[src/rtl/vend_pkg.sv]
// Shared types and default sizes for the coin accumulator slice.
// No logic here: state encoding, credit width and the credit ceiling.
package vend_pkg;

  localparam int CREDIT_W_DEF   = 4;
  localparam int MAX_CREDIT_DEF = 15;

  typedef logic [CREDIT_W_DEF-1:0] credit_t;

  typedef enum logic [1:0] {
    IDLE    = 2'd0,
    COLLECT = 2'd1,
    VEND    = 2'd2,
    CHANGE  = 2'd3
  } state_t;

endpackage

[src/rtl/vend_timeout_timer.sv]
// Inactivity down-counter: reload wins over enable, saturates at zero.
// expired reflects the registered count (zero-cycle decode, no backpressure).
module vend_timeout_timer #(
  parameter int TIMEOUT_CYCLES = 1000,
  parameter int TW             = $clog2(TIMEOUT_CYCLES + 1)
) (
  input  logic clk,
  input  logic rst_n,
  input  logic reload,
  input  logic enable,
  output logic expired
);

  logic [TW-1:0] count;

  always_ff @(posedge clk or negedge rst_n) begin
    if (!rst_n) begin
      count <= '0;
    end else if (reload) begin
      count <= TW'(TIMEOUT_CYCLES);
    end else if (enable && (count != '0)) begin
      count <= count - TW'(1);
    end
  end

  assign expired = (count == '0);

endmodule

[src/rtl/coin_accumulator.sv]
// Coin credit accumulator with vend and change req/ack handshakes.
// All outputs registered (one cycle after the causing edge); handshakes hold until ack.
module coin_accumulator
  import vend_pkg::*;
#(
  parameter int CREDIT_W       = CREDIT_W_DEF,
  parameter int MAX_CREDIT     = MAX_CREDIT_DEF,
  parameter int TIMEOUT_CYCLES = 1000
) (
  input  logic                clk,
  input  logic                rst_n,
  input  logic                coin_valid,
  input  logic [CREDIT_W-1:0] coin_value,
  input  logic [CREDIT_W-1:0] coffee_price,
  input  logic                cancel,
  output logic                coin_accept,
  output logic                coin_reject,
  output logic [CREDIT_W-1:0] credit,
  output logic                vend_req,
  input  logic                vend_ack,
  output logic                change_valid,
  output logic [CREDIT_W-1:0] change_value,
  input  logic                change_ack,
  output logic                led_yellow,
  output logic                led_green
);

  state_t              state;
  logic [CREDIT_W-1:0] price_q;
  logic [CREDIT_W:0]   sum;
  logic                coin_ok;
  logic                vend_ready;
  logic                accept_now;
  logic                tmr_enable;
  logic                expired;

  // A coin is only taken when no higher-priority COLLECT event fires this cycle.
  always_comb begin
    sum        = {1'b0, credit} + {1'b0, coin_value};
    coin_ok    = coin_valid && (coin_value != '0) &&
                 (sum <= (CREDIT_W+1)'(MAX_CREDIT));
    vend_ready = (coffee_price != '0) && (credit >= coffee_price);
    accept_now = 1'b0;
    case (state)
      IDLE:    accept_now = coin_ok;
      COLLECT: accept_now = coin_ok && !cancel && !expired && !vend_ready;
      default: accept_now = 1'b0;
    endcase
    tmr_enable = (state == COLLECT) && !accept_now;
  end

  vend_timeout_timer #(
    .TIMEOUT_CYCLES(TIMEOUT_CYCLES)
  ) u_timer (
    .clk    (clk),
    .rst_n  (rst_n),
    .reload (accept_now),
    .enable (tmr_enable),
    .expired(expired)
  );

  always_ff @(posedge clk or negedge rst_n) begin
    if (!rst_n) begin
      state        <= IDLE;
      credit       <= '0;
      price_q      <= '0;
      coin_accept  <= 1'b0;
      coin_reject  <= 1'b0;
      vend_req     <= 1'b0;
      change_valid <= 1'b0;
      change_value <= '0;
      led_yellow   <= 1'b0;
      led_green    <= 1'b0;
    end else begin
      coin_accept <= accept_now;
      coin_reject <= coin_valid && !accept_now;
      case (state)
        IDLE: begin
          if (accept_now) begin
            credit     <= sum[CREDIT_W-1:0];
            state      <= COLLECT;
            led_yellow <= 1'b1;
          end
        end
        COLLECT: begin
          if (cancel || expired) begin
            state        <= CHANGE;
            change_valid <= 1'b1;
            change_value <= credit;
            led_yellow   <= 1'b0;
          end else if (vend_ready) begin
            state      <= VEND;
            price_q    <= coffee_price;
            vend_req   <= 1'b1;
            led_yellow <= 1'b0;
            led_green  <= 1'b1;
          end else if (accept_now) begin
            credit <= sum[CREDIT_W-1:0];
          end
        end
        VEND: begin
          if (vend_ack) begin
            vend_req  <= 1'b0;
            led_green <= 1'b0;
            // Remaining credit is exactly what is owed back, so CHANGE shows credit == change_value.
            if (credit != price_q) begin
              state        <= CHANGE;
              change_valid <= 1'b1;
              change_value <= credit - price_q;
              credit       <= credit - price_q;
            end else begin
              state  <= IDLE;
              credit <= '0;
            end
          end
        end
        CHANGE: begin
          if (change_ack) begin
            state        <= IDLE;
            change_valid <= 1'b0;
            change_value <= '0;
            credit       <= '0;
          end
        end
        default: state <= IDLE;
      endcase
    end
  end

endmodule

[config.mk]
export PLATFORM = sky130hd
export DESIGN_NAME = coin_accumulator
export DESIGN_NICKNAME = d
export VERILOG_FILES = /design/src/rtl/vend_pkg.sv /design/src/rtl/vend_timeout_timer.sv /design/src/rtl/coin_accumulator.sv
export SDC_FILE = /design/constraint.sdc
export NUM_CORES = 1
export LEC_CHECK = 0
export CAP_MARGIN = 20
export CORE_MARGIN = 4
export CORE_UTILIZATION = 45
export DETAILED_ROUTE_END_ITERATION = 6
export GPL_ROUTABILITY_DRIVEN = 0
export PLACE_DENSITY = 0.72
export SLEW_MARGIN = 25
export SYNTH_ARGS = -nofsm -noshare
export SYNTH_HDL_FRONTEND = slang
export SYNTH_SLANG_ARGS = --single-unit
[constraint.sdc]
create_clock -name clk -period 4 [get_ports clk]
set_input_delay 0.6 -clock clk [delete_from_list [all_inputs] [get_ports clk]]
set_output_delay 0.6 -clock clk [all_outputs]
set_load 0.02 [all_outputs]
Word level (Yosys, flattened, before mapping)
Index checks and enable logic that the tools add are counted.

storage, ports and cells
  output and inout port bits = 14
  flip-flop bits (word level) = 29
  bits of input ports = 14

operators by class
  equal/unequal tests = 13
  bitwise logic cells = 1
  magnitude comparators = 2
  mux-type cells = 34
  reduce and logical (&&, ||, !) cells = 29
  $add $sub $neg = 3

operators with widths
  cell                                                             number
  2-to-1 mux 4 bit                                                 9
  2-to-1 mux 10 bit                                                2
  case mux 4 bit (4 select lines)                                  1
  != test 2 bit (second input constant)                            7
  2-to-1 mux 2 bit                                                 6
  case mux 4 bit (3 select lines)                                  1
  AND reduction 4 bit                                              3
  zero test 10 bit                                                 1
  2-to-1 mux 1 bit                                                 10
  nonzero test 10 bit                                              1
  subtractor 10 x 1 -> 10 bit (second input constant)              1
  logical AND 1 bit                                                9
  case mux 2 bit (4 select lines)                                  1
  nonzero test 4 bit                                               2
  case mux 1 bit (2 select lines)                                  3
  AND reduction 3 bit                                              2
  nonzero test 2 bit                                               3
  adder 4 x 4 -> 5 bit                                             1
  less-or-equal comparator 5 x 4 -> 1 bit (second input constant)  1
  AND reduction 5 bit                                              1
  == test 2 bit (second input constant)                            2
  greater-or-equal comparator 4 bit                                1
  zero test 1 bit                                                  4
  != test 4 bit                                                    1
  other kinds (9)                                                  9

Logic depth before layout (Yosys ltp)
Gate-level depths: netlist of run 1.

  depth in word-level cells = 12
  mapped depth = 8
  gate-level depth less buffers = 8

Cells and area by module
From an unflattened synthesis of run 1, not the netlist that was laid out.

second synthesis, totals
  cells, all modules = 199
  area, all modules = 1893.1 µm²

modules (own cells, without submodules)
  module              cells each  area each (µm²)  times used  seq. area each (µm²)
  coin_accumulator    139         1325.0           1           475.5
  vend_timeout_timer  60          568.0            1           250.2

Least setup slack after synthesis of run 1
OpenSTA, ideal clock, no wires.

  path type = input -> register
  start = in coffee_price[0]
  end = reg credit[2]
  arrival time = 2.207 ns
  cell stages on the path = 6
  setup time = 0.125 ns
  path slack = 1.668 ns
  path buffers = 0
  path through = ha_1 > nand2b_4 > a2111oi_4 > o21ai_4 > a22oi_4 > mux2_4

between the ends
  word-level cells in the longest chain between the ends = 9
  elaborated cells on any way between the ends = 12

ends and longest elaborated chain
  element                                                                  RTL line                 source
  start, declared                                                          coin_accumulator.sv:14   input logic [CREDIT_W-1:0] coffee_price,
  greater-or-equal comparator 4 bit or nonzero test 4 bit (tied branches)  coin_accumulator.sv:42   vend_ready = (coffee_price != '0) && (credit >= coffee_price);
  logical AND 1 bit *                                                      coin_accumulator.sv:42
  zero test 1 bit                                                          coin_accumulator.sv:46   COLLECT: accept_now = coin_ok && !cancel && !expired && !vend_ready;
  logical AND 1 bit                                                        coin_accumulator.sv:46
  case mux 1 bit (2 select lines)                                          coin_accumulator.sv:44   case (state)
  2-to-1 mux 4 bit (3 in series)                                           --
  case mux 4 bit (4 select lines)                                          --
  end signal, assigned                                                     coin_accumulator.sv:80   credit <= sum[CREDIT_W-1:0];
  end signal, assigned                                                     coin_accumulator.sv:98   credit <= sum[CREDIT_W-1:0];
  end signal, assigned                                                     coin_accumulator.sv:110  credit <= credit - price_q;
  end, declared                                                            coin_accumulator.sv:18   output logic [CREDIT_W-1:0] credit,

Every way passes the cells marked *; elsewhere a longest branch is shown, timed or not. The select of a mux whose other input is x is not followed.
A chain may end at the register's enable or synchronous reset.

Worst setup path after layout of run 1
Ends and elaborated chain as after synthesis.

==> results_dict.tcl, run 1 <==
set metrics [dict create \
    crit_family "compound AO/OA/AOI/OAI gates" \
    peakVddDrop_v 0.000282 \
    antenna_found_initial 0 \
    die_area_mm2 0.00560 \
    start_util_pct 46.2 \
    syn_area_per_cell_um2 10.3 \
    holdWs_ps 487 \
    hold_violations 0 \
    clock_skew_ps 12.9 \
    critical_path.max_fanout 5 \
    rsz0062_at_grt "false" \
    powerDensity_mw_per_mm2 808 \
    worstPathArrival_ps 2790 \
    cts_root_buffer "clkbuf_8" \
    synthFlopType "dfrtp_1" \
    grt_pass1_wl_mm 6.76 \
    h-tree-depth 2 \
    fin_setup_tns_ps 0 \
    setup_viol 0 \
    grt_pass1_vias 1492 \
    netlist.area_leader.share_pct 36.1 \
    synth_cell_types 54 \
    layout-drive-gt1-share_pct 13.6 \
    end_kind "flip-flop" \
    worstMarginPinSlew_ps 681 \
    clock_latency_ps 280 \
    cts_buffers 5 \
    syn-cell-area_mm2 0.00201 \
    chipWidth_um 74.9 \
    cts_setup_buffers 0 \
    initialDrtViolationCount 77 \
    antenna_cells 0 \
    worst-path-buf-inv 1 \
    num_vias 1543 \
    synth_area_leaders "dfrtp_1 36%, ha_1 7.5%, nand2_1 4.1%" \
    period_minus_slack_ps 2630 \
    viasPerCell 5.51 \
    path_clk_slew_ps 60 \
    worstSetupStartpointType "input port" \
    mostFrequentLayoutCell "dfrtp_1" \
    critPathRequiredTime_ps 4160 \
    seq_area_um2 726 \
    cts_tree "done" \
    port_buffers 27 \
    synth-edff-count 0 \
    dp.final_hpwl_mm 3.15 \
    numClockSinks 29 \
    drv_cap 0 \
    fin_crit_sh_pct 65.7 \
    rows 24 \
    synth-async-reset-ratio_pct 100 \
    nFillCells 390 \
    crit_cells 7 \
    p_leak_nw 1.02 \
    synth.net_count 224 \
    cts_buffer_depth 2 \
    grt_use_total_pct 15.9 \
    synth-warning-count 0 \
    area_growth_pct 20.9 \
    rr_worst_depth 7 \
    synth-seq-cells 29 \
    crit_type "in2reg" \
    gr-total-overflow 0 \
    cts_hold_buf 0 \
    critPathMaxStageDelay_ps 550 \
    relSlewSlack_pct 54.6 \
    status "finished clean" \
    chipHeight_um 74.9 \
    wl_mm 4.11 \
    wire_per_inst_um 14.7 \
    path_cells "clkdlybuf4s50_1 -> ha_1 -> nand2b_4 -> a2111oi_4 -> o21ai_4 -> a22oi_4 -> mux2_4" \
    hp-class "reg2reg" \
    coreArea_mm2 0.00435 \
    cts_resized 0 \
    slew_viol_final 0 \
    antenna_left 0 \
    nets 255 \
    io_pins 28 \
    final_cell_mix "29 x dfrtp_1, 27 x clkdlybuf4s50_1, 22 x nand2_1" \
    grt_max_degree 30 \
    yosys.area.top_type "dfrtp_1" \
    cp_slowest_cell "a2111oi_4" \
    holdPathStages 1 \
    drtPass1Iterations 4 \
    clock.fmax_mhz 380 \
    seq_area_frac_synth_pct 36.1 \
    multi_input_area_mm2 0.00121 \
    syn-instance-count 196 \
    drc_errors 0 \
]
-- sequential cells by signal, summed over array words and instances (netlist names) --
name           count
coin_accept        1
coin_reject        1
price_q            4
credit             4
u_timer.count     10
change_valid       1
state              2
led_green          1
change_value       4
led_yellow         1
-- cells in the mapped netlist, types with 2 or more instances --
library cell,n
a21o_1,3
a21oi_1,7
a2bb2oi_1,2
a31oi_4,2
buf_4,2
dfrtp_1,29
fa_1,2
ha_1,12
inv_1,14
mux2_1,5
mux2_2,4
mux2_4,2
mux2i_1,2
nand2_1,22
nand2b_1,3
nand3_1,4
nand3b_1,2
nor2_1,14
nor2b_1,2
nor3_1,2
nor4_1,5
nor4b_1,2
nor4b_4,2
o21ai_0,8
o21ai_2,2
o21bai_1,2
o22ai_1,2
o31ai_1,2
or2_2,2
or4_1,2
xnor2_1,5
xor2_1,5
-- worst reg2reg max path, cell delays in order, from the launching register on --
cell and delay (ps):
dfrtp_1 410, inv_1 100, ha_1 280, nand2b_4 150, a2111oi_4 550, o21ai_4 160
a22oi_4 260, mux2_4 320
-- metrics by stage --
step	total power, mW	instances	cell area (um2)	setup WS [ps]	utilization, %
after floorplan	1.40	196	2010	1670	-
after global placement	1.68	272	2330	1140	53.5
after global routing	2.12	280	2430	1280	55.9
after CTS	1.98	280	2430	1370	55.9
final	1.97	280	2430	1370	55.9
after detailed placement	1.71	272	2330	1090	53.5
-- layer usage --
| layer | GRT usage (%) | part of all wire, % | vias up |
|---|---|---|---|
| met5 | 0 | 0 | - |
| met4 | 7.11 | 2.1 | 0 |
| met3 | 4.27 | 4.3 | 7 |
| met2 | 26.2 | 48 | 35 |
| met1 | 19.4 | 45 | 730 |
| li1 | - | - | 771 |
-- kinds of logic (layout without fill, tap and decap cells) --
logic type | count (synthesis) | count (layout) | share of synthesized area, %
buf+inv | 19 | 51 | 3.98
compound gates | 45 | 45 | 19.5
flops | 29 | 29 | 36.1
fa+ha+maj | 14 | 14 | 9.45
xor+xnor | 10 | 10 | 4.35
simple gates | 66 | 66 | 19.2
mux | 13 | 13 | 7.52
-- report_power, final --
group	switching, mW	internal [mW]	total, mW
clock network	0.115	0.155	0.270
logic	0.555	0.548	1.10
registers	0.182	0.411	0.593
-- cell type report --
type                    instances  area share [%]
clock buffers                   7            3.96
clock inverters                 1           0.206
flip-flops and latches         29            29.8
well taps                      52            2.67
multi-input cells             148            49.6
repair buffers                 28            11.4
inverters                      15            2.31
-- path summary, 6_finish.rpt --
kind | start | endpoint | slack (ps)
max | coffee_price[0] | credit[2] | 1370
min | change_valid | change_valid | 490
max reg2reg | credit[0] | credit[2] | 1660
min in group asynchronous | rst_n | price_q[1] | 690
max in group asynchronous | rst_n | u_timer.count[3] | 3030
min reg2reg | change_valid | change_valid | 490
Power figures use the tool's default switching activity.
==> run 2: changes to the inputs <==
- clock period: 4 -> 2.8 ns (I/O delays scaled with it)
==> run 2 against run 1 <==
  * Utilization is 1.0 points higher
  * Highest routed layer unchanged
  * Via count is 0.39% higher
  * Clock skew is 4.7 ps lower
  * Largest cell class unchanged
  * Wire length is 3.0% higher
  * Register-to-register slack worse by 1100 ps
  * Critical path type unchanged
==> results_dict.tcl, run 2 (same netlist as run 1, synthesis figures left out) <==
set metrics [dict create \
    status "finished clean" \
    fin_setup_tns_ps 0 \
    drtPass1Iterations 4 \
    p_clk_share_pct 15.7 \
    p_sw_share_pct 41.9 \
    cts_setup_buffers 0 \
    cts_buffers 5 \
    fin_cells 284 \
    final_cell_mix "29 x dfrtp_1, 27 x clkdlybuf4s50_1, 22 x nand2_1" \
    gr-total-overflow 0 \
    viasPerCell 5.45 \
    numClockSinks 29 \
    wire_per_inst_um 14.9 \
    crit_path_start "coffee_price[2]" \
    initialDrtViolationCount 46 \
    chipHeight_um 74.9 \
    setup_viol 0 \
    drc_errors 0 \
    cts_resized 0 \
    end_kind "flip-flop" \
    cts_buffer_depth 2 \
    crit_cells 8 \
    critPathMaxStageDelay_ps 500 \
    final_util_pct 56.9 \
    dp.final_hpwl_mm 3.20 \
    h-tree-depth 2 \
    num_vias 1549 \
    io_pins 28 \
    clock.fmax_mhz 423 \
    cts_hold_buf 0 \
    cts_root_buffer "clkbuf_8" \
    grt_pass1_vias 1430 \
    slew_viol_final 0 \
    cp_slowest_cell "clkdlybuf4s50_1" \
    coreArea_mm2 0.00435 \
    nets 259 \
    clock_latency_ps 290 \
    chipWidth_um 74.9 \
    area_growth_pct 23.1 \
    crit_type "in2reg" \
    r2r_end "credit[1]" \
    path_cells "clkdlybuf4s50_1 -> inv_1 -> ha_1 -> o21a_1 -> o21bai_1 -> o21ai_4 -> a22oi_4 -> mux2_4" \
    layout-drive-gt1-share_pct 14.7 \
    top_register "u_timer.count" \
    hp-class "reg2reg" \
    mostFrequentLayoutCell "dfrtp_1" \
    grt_max_degree 30 \
    period_minus_slack_ps 2370 \
    worstMarginPinSlew_ps 530 \
    cts_tree "done" \
    dp.cells 276 \
    grtUsageMet2_pct 27.6 \
    r2r-start "credit[0]" \
    hold_violations 0 \
    p_switching_mw 1.22 \
    p_comb_share_pct 57.2 \
    worstSetupStartpointType "input port" \
    clock_skew_ps 8.16 \
    drv_cap 0 \
    rr_worst_depth 7 \
    grt_pass1_wl_mm 6.96 \
    crit_family "compound AO/OA/AOI/OAI gates" \
    grt_use_total_pct 16.6 \
    rows 24 \
    crit_path_end "credit[1]" \
    grt.met3_usage_pct 4.41 \
    largest_reg_flops 10 \
    use_met1_pct 20.6 \
    p_total_mw 2.92 \
    antenna_found_initial 0 \
    antenna_left 0 \
    relSlewSlack_pct 64.6 \
    critical_path.max_fanout 5 \
    die_area_mm2 0.00560 \
    critPathRequiredTime_ps 2980 \
    wl_mm 4.24 \
    holdWs_ps 491 \
    worstPathArrival_ps 2540 \
    top_usage_layer "met2" \
    rsz0062_at_grt "false" \
    fin_crit_sh_pct 84.5 \
    power_frac_seq_pct 27.1 \
    worst-path-buf-inv 2 \
    antenna_cells 0 \
    powerDensity_mw_per_mm2 1180 \
    p_leak_nw 1.04 \
    start_util_pct 46.2 \
    path_clk_slew_ps 70 \
    r2r_slack_ps 570 \
    p_int_mw 1.70 \
    port_buffers 27 \
    peakVddDrop_v 0.000404 \
    nFillCells 389 \
]
## run 2: area by class of cell
class	instances	area (um2)	area share, %
clock buffers	7	86.3	3.48
clock inverters	1	30.0	1.21
inverters	15	56.3	2.27
multi-input cells	148	1210	48.7
flip-flops and latches	29	726	29.3
well taps	52	65.1	2.63
repair buffers	32	308	12.4
## run 2: metal layers
metal  up-vias  part of all wire (%)
met5         -                     0
met4         0                   1.6
met3         7                   3.8
met2        27                    50
met1       738                    45
li1        777                     -
## run 2: worst reg2reg max path: stages, from the launching register on
cell and delay [ps]:
dfrtp_1 420, inv_1 130, ha_1 240, nand2b_4 150, a2111oi_4 450, o21ai_4 150, a22oi_4 260, mux2_4 320
## run 2: power by group through the flow
stage                     logic, mW  clock network, mW  registers [mW]
after CTS                      1.69              0.465           0.791
after detailed placement       1.68                  0           0.798
final                          1.67              0.457           0.792
after floorplan                1.15                  0           0.843
after global placement         1.65                  0           0.792
after global routing           1.85              0.485           0.819
## run 2: worst min-delay path by stage
stage / startpoint / end / slack [ps] / depth (start not counted)
final: change_value[1] / change_value[1] / 490 / 1
after global routing: change_valid / change_valid / 520 / 1
after CTS: change_value[1] / change_value[1] / 500 / 1
after detailed placement: change_value[1] / change_value[1] / 480 / 1
after global placement: change_value[0] / change_value[0] / 470 / 1
after floorplan: rst_n / change_valid / 120 / 0
## run 2: per-stage QoR
step | setup slack, ps | instance area (um2)
2_1_floorplan | 498 | 2010
3_3_place_gp | 179 | 2360
3_5_place_dp | 150 | 2360
4_1_cts | 450 | 2480
5_1_grt | 404 | 2480
6_report | 434 | 2480
==> run 3: changes to the inputs <==
- PLACE_DENSITY: 0.72 -> 0.74
- clock period: 2.8 -> 2.1 ns (I/O delays scaled with it)
==> run 3 against run 2 <==
  * Register-to-register slack worse by 520 ps
  * Global-route usage is 1.8 points higher
  * Count of clock-buffer cells in the layout stayed put
  * Via count is 8.7% higher
  * Critical path depth is 2 lower
  * Sequential cell count stayed put
  * Sequential share of layout area is 2.4 points lower
  * Final cell count is 8.1% higher
  * Wire length is 13% higher
  * Worst setup slack worse by 380 ps
  * Critical path type is now reg2reg
  * Critical endpoint is now change_value[3]
  * Largest power group unchanged
==> results_dict.tcl, run 3 (same netlist as run 1, synthesis figures left out) <==
set metrics [dict create \
    path_clk_slew_ps 70 \
    chipWidth_um 74.9 \
    worst_slack_ps 50.1 \
    cts_root_buffer "clkbuf_8" \
    worstHoldStart "coffee_price[2]" \
    fin_crit_sh_pct 97.6 \
    powerDensity_mw_per_mm2 1550 \
    drc_errors 0 \
    gr-total-overflow 0 \
    holdWs_ps 391 \
    wire_per_inst_um 15.6 \
    viasPerCell 5.48 \
    p_leak_nw 1.16 \
    cts_hold_buf 0 \
    worstSetupStartpointType "flip-flop" \
    final_cell_mix "27 x dfrtp_1, 27 x buf_4, 25 x clkdlybuf4s50_1" \
    critPathMaxStageDelay_ps 420 \
    drtPass1Iterations 4 \
    cts_buffers 5 \
    wl_mm 4.80 \
    cts_tree "done" \
    initialDrtViolationCount 94 \
    status "finished clean" \
    rsz0062_at_grt "false" \
    cp_slowest_cell "dfrtp_1" \
    io_pins 28 \
    r2r_slack_ps 50 \
    crit_type "reg2reg" \
    clock.fmax_mhz 488 \
    nFillCells 360 \
    worstMarginPinSlew_ps 468 \
    grt_pass1_vias 1668 \
    area_growth_pct 34.6 \
    peakVddDrop_v 0.000594 \
    path_cells "ha_2 -> a21oi_2 -> a21boi_0 -> or2_2 -> a22o_1 -> mux2_1" \
    r2r-start "credit[2]" \
    grt_max_degree 30 \
    port_buffers 27 \
    grt_pass1_wl_mm 7.71 \
    largest_reg_flops 10 \
    final_util_pct 62.2 \
    drv_cap 0 \
    rows 24 \
    coreArea_mm2 0.00435 \
    num_vias 1683 \
    clock_latency_ps 290 \
    nets 282 \
    top_register "u_timer.count" \
    end_kind "flip-flop" \
    chipHeight_um 74.9 \
    dp_slack_ps -311 \
    seq_area_um2 728 \
    worst-path-buf-inv 0 \
    hp-class "in2reg" \
    rr_worst_depth 6 \
    crit_path_start "credit[2]" \
    hold_violations 0 \
    clock_skew_ps 7.76 \
    antenna_left 0 \
    antenna_found_initial 0 \
    critPathRequiredTime_ps 2270 \
    antenna_cells 0 \
    start_util_pct 46.2 \
    whs_endpoint "price_q[2]" \
    relSlewSlack_pct 68.5 \
    cts_buffer_depth 2 \
    h-tree-depth 2 \
    holdPathStages 4 \
    r2r_end "change_value[3]" \
    layout-drive-gt1-share_pct 27.8 \
    setup_viol 0 \
    multi_input_area_mm2 0.00127 \
    period_minus_slack_ps 2050 \
    crit_family "compound AO/OA/AOI/OAI gates" \
    slew_viol_final 0 \
    dp.final_hpwl_mm 3.63 \
    numClockSinks 29 \
    critical_path.max_fanout 6 \
    worstPathArrival_ps 2220 \
    grt_use_total_pct 18.4 \
    die_area_mm2 0.00560 \
]
run 3: metal layers:
metal,up-vias,GRT usage [%],part of all wire [%]
met5,-,0,0
met4,0,5.73,1.5
met3,9,4.14,6.0
met2,49,31.9,50
met1,804,22.6,43
li1,821,-,-
run 3: cell type report:
| type | count | area share (%) |
|---|---|---|
| multi-input cells | 148 | 47.0 |
| flip-flops and latches | 29 | 26.9 |
| repair buffers | 55 | 17.9 |
| clock buffers | 7 | 3.56 |
| well taps | 52 | 2.40 |
| inverters | 15 | 2.08 |
| clock inverters | 1 | 0.185 |
run 3: repair_timing:
item	CTS	global route
setup endpoints to repair	3	21
resized for setup	2	11
setup buffers	0	1
pin swaps	1	4
run 3: stage by stage:
step	TNS, ps	cells	area, um2	total power [mW]
after global routing	0	307	2710	4.50
after detailed placement	-5760	298	2540	3.56
after global placement	-4740	298	2540	3.49
after floorplan	-72.0	196	2030	2.68
after CTS	0	306	2650	4.10
final	0	307	2710	4.21
run 3: report_power, final:
group | switching (mW) | internal [mW] | leakage [nW] | total, mW
Combinational | 1.33 | 1.33 | 0.776 | 2.66
Clock | 0.220 | 0.296 | 0.0542 | 0.516
Sequential | 0.244 | 0.789 | 0.330 | 1.03
Total | 1.79 | 2.42 | 1.16 | 4.21
run 3: how the worst max path moves through the flow:
stage | endpoint | depth (start not counted)
6_report | change_value[3] | 6
5_1_grt | credit[2] | 7
4_1_cts | credit[2] | 8
3_5_place_dp | credit[2] | 7
3_3_place_gp | credit[1] | 7
2_1_floorplan | credit[1] | 7
run 3: tightest hold or removal path, delay by kind of cell:
| family | cells | cell delay (ps) |
|---|---|---|
| and+or+nand+nor | 1 | 40 |
| AOI/OAI and AO/OA | 1 | 70 |
| buffers and inverters | 2 | 220 |
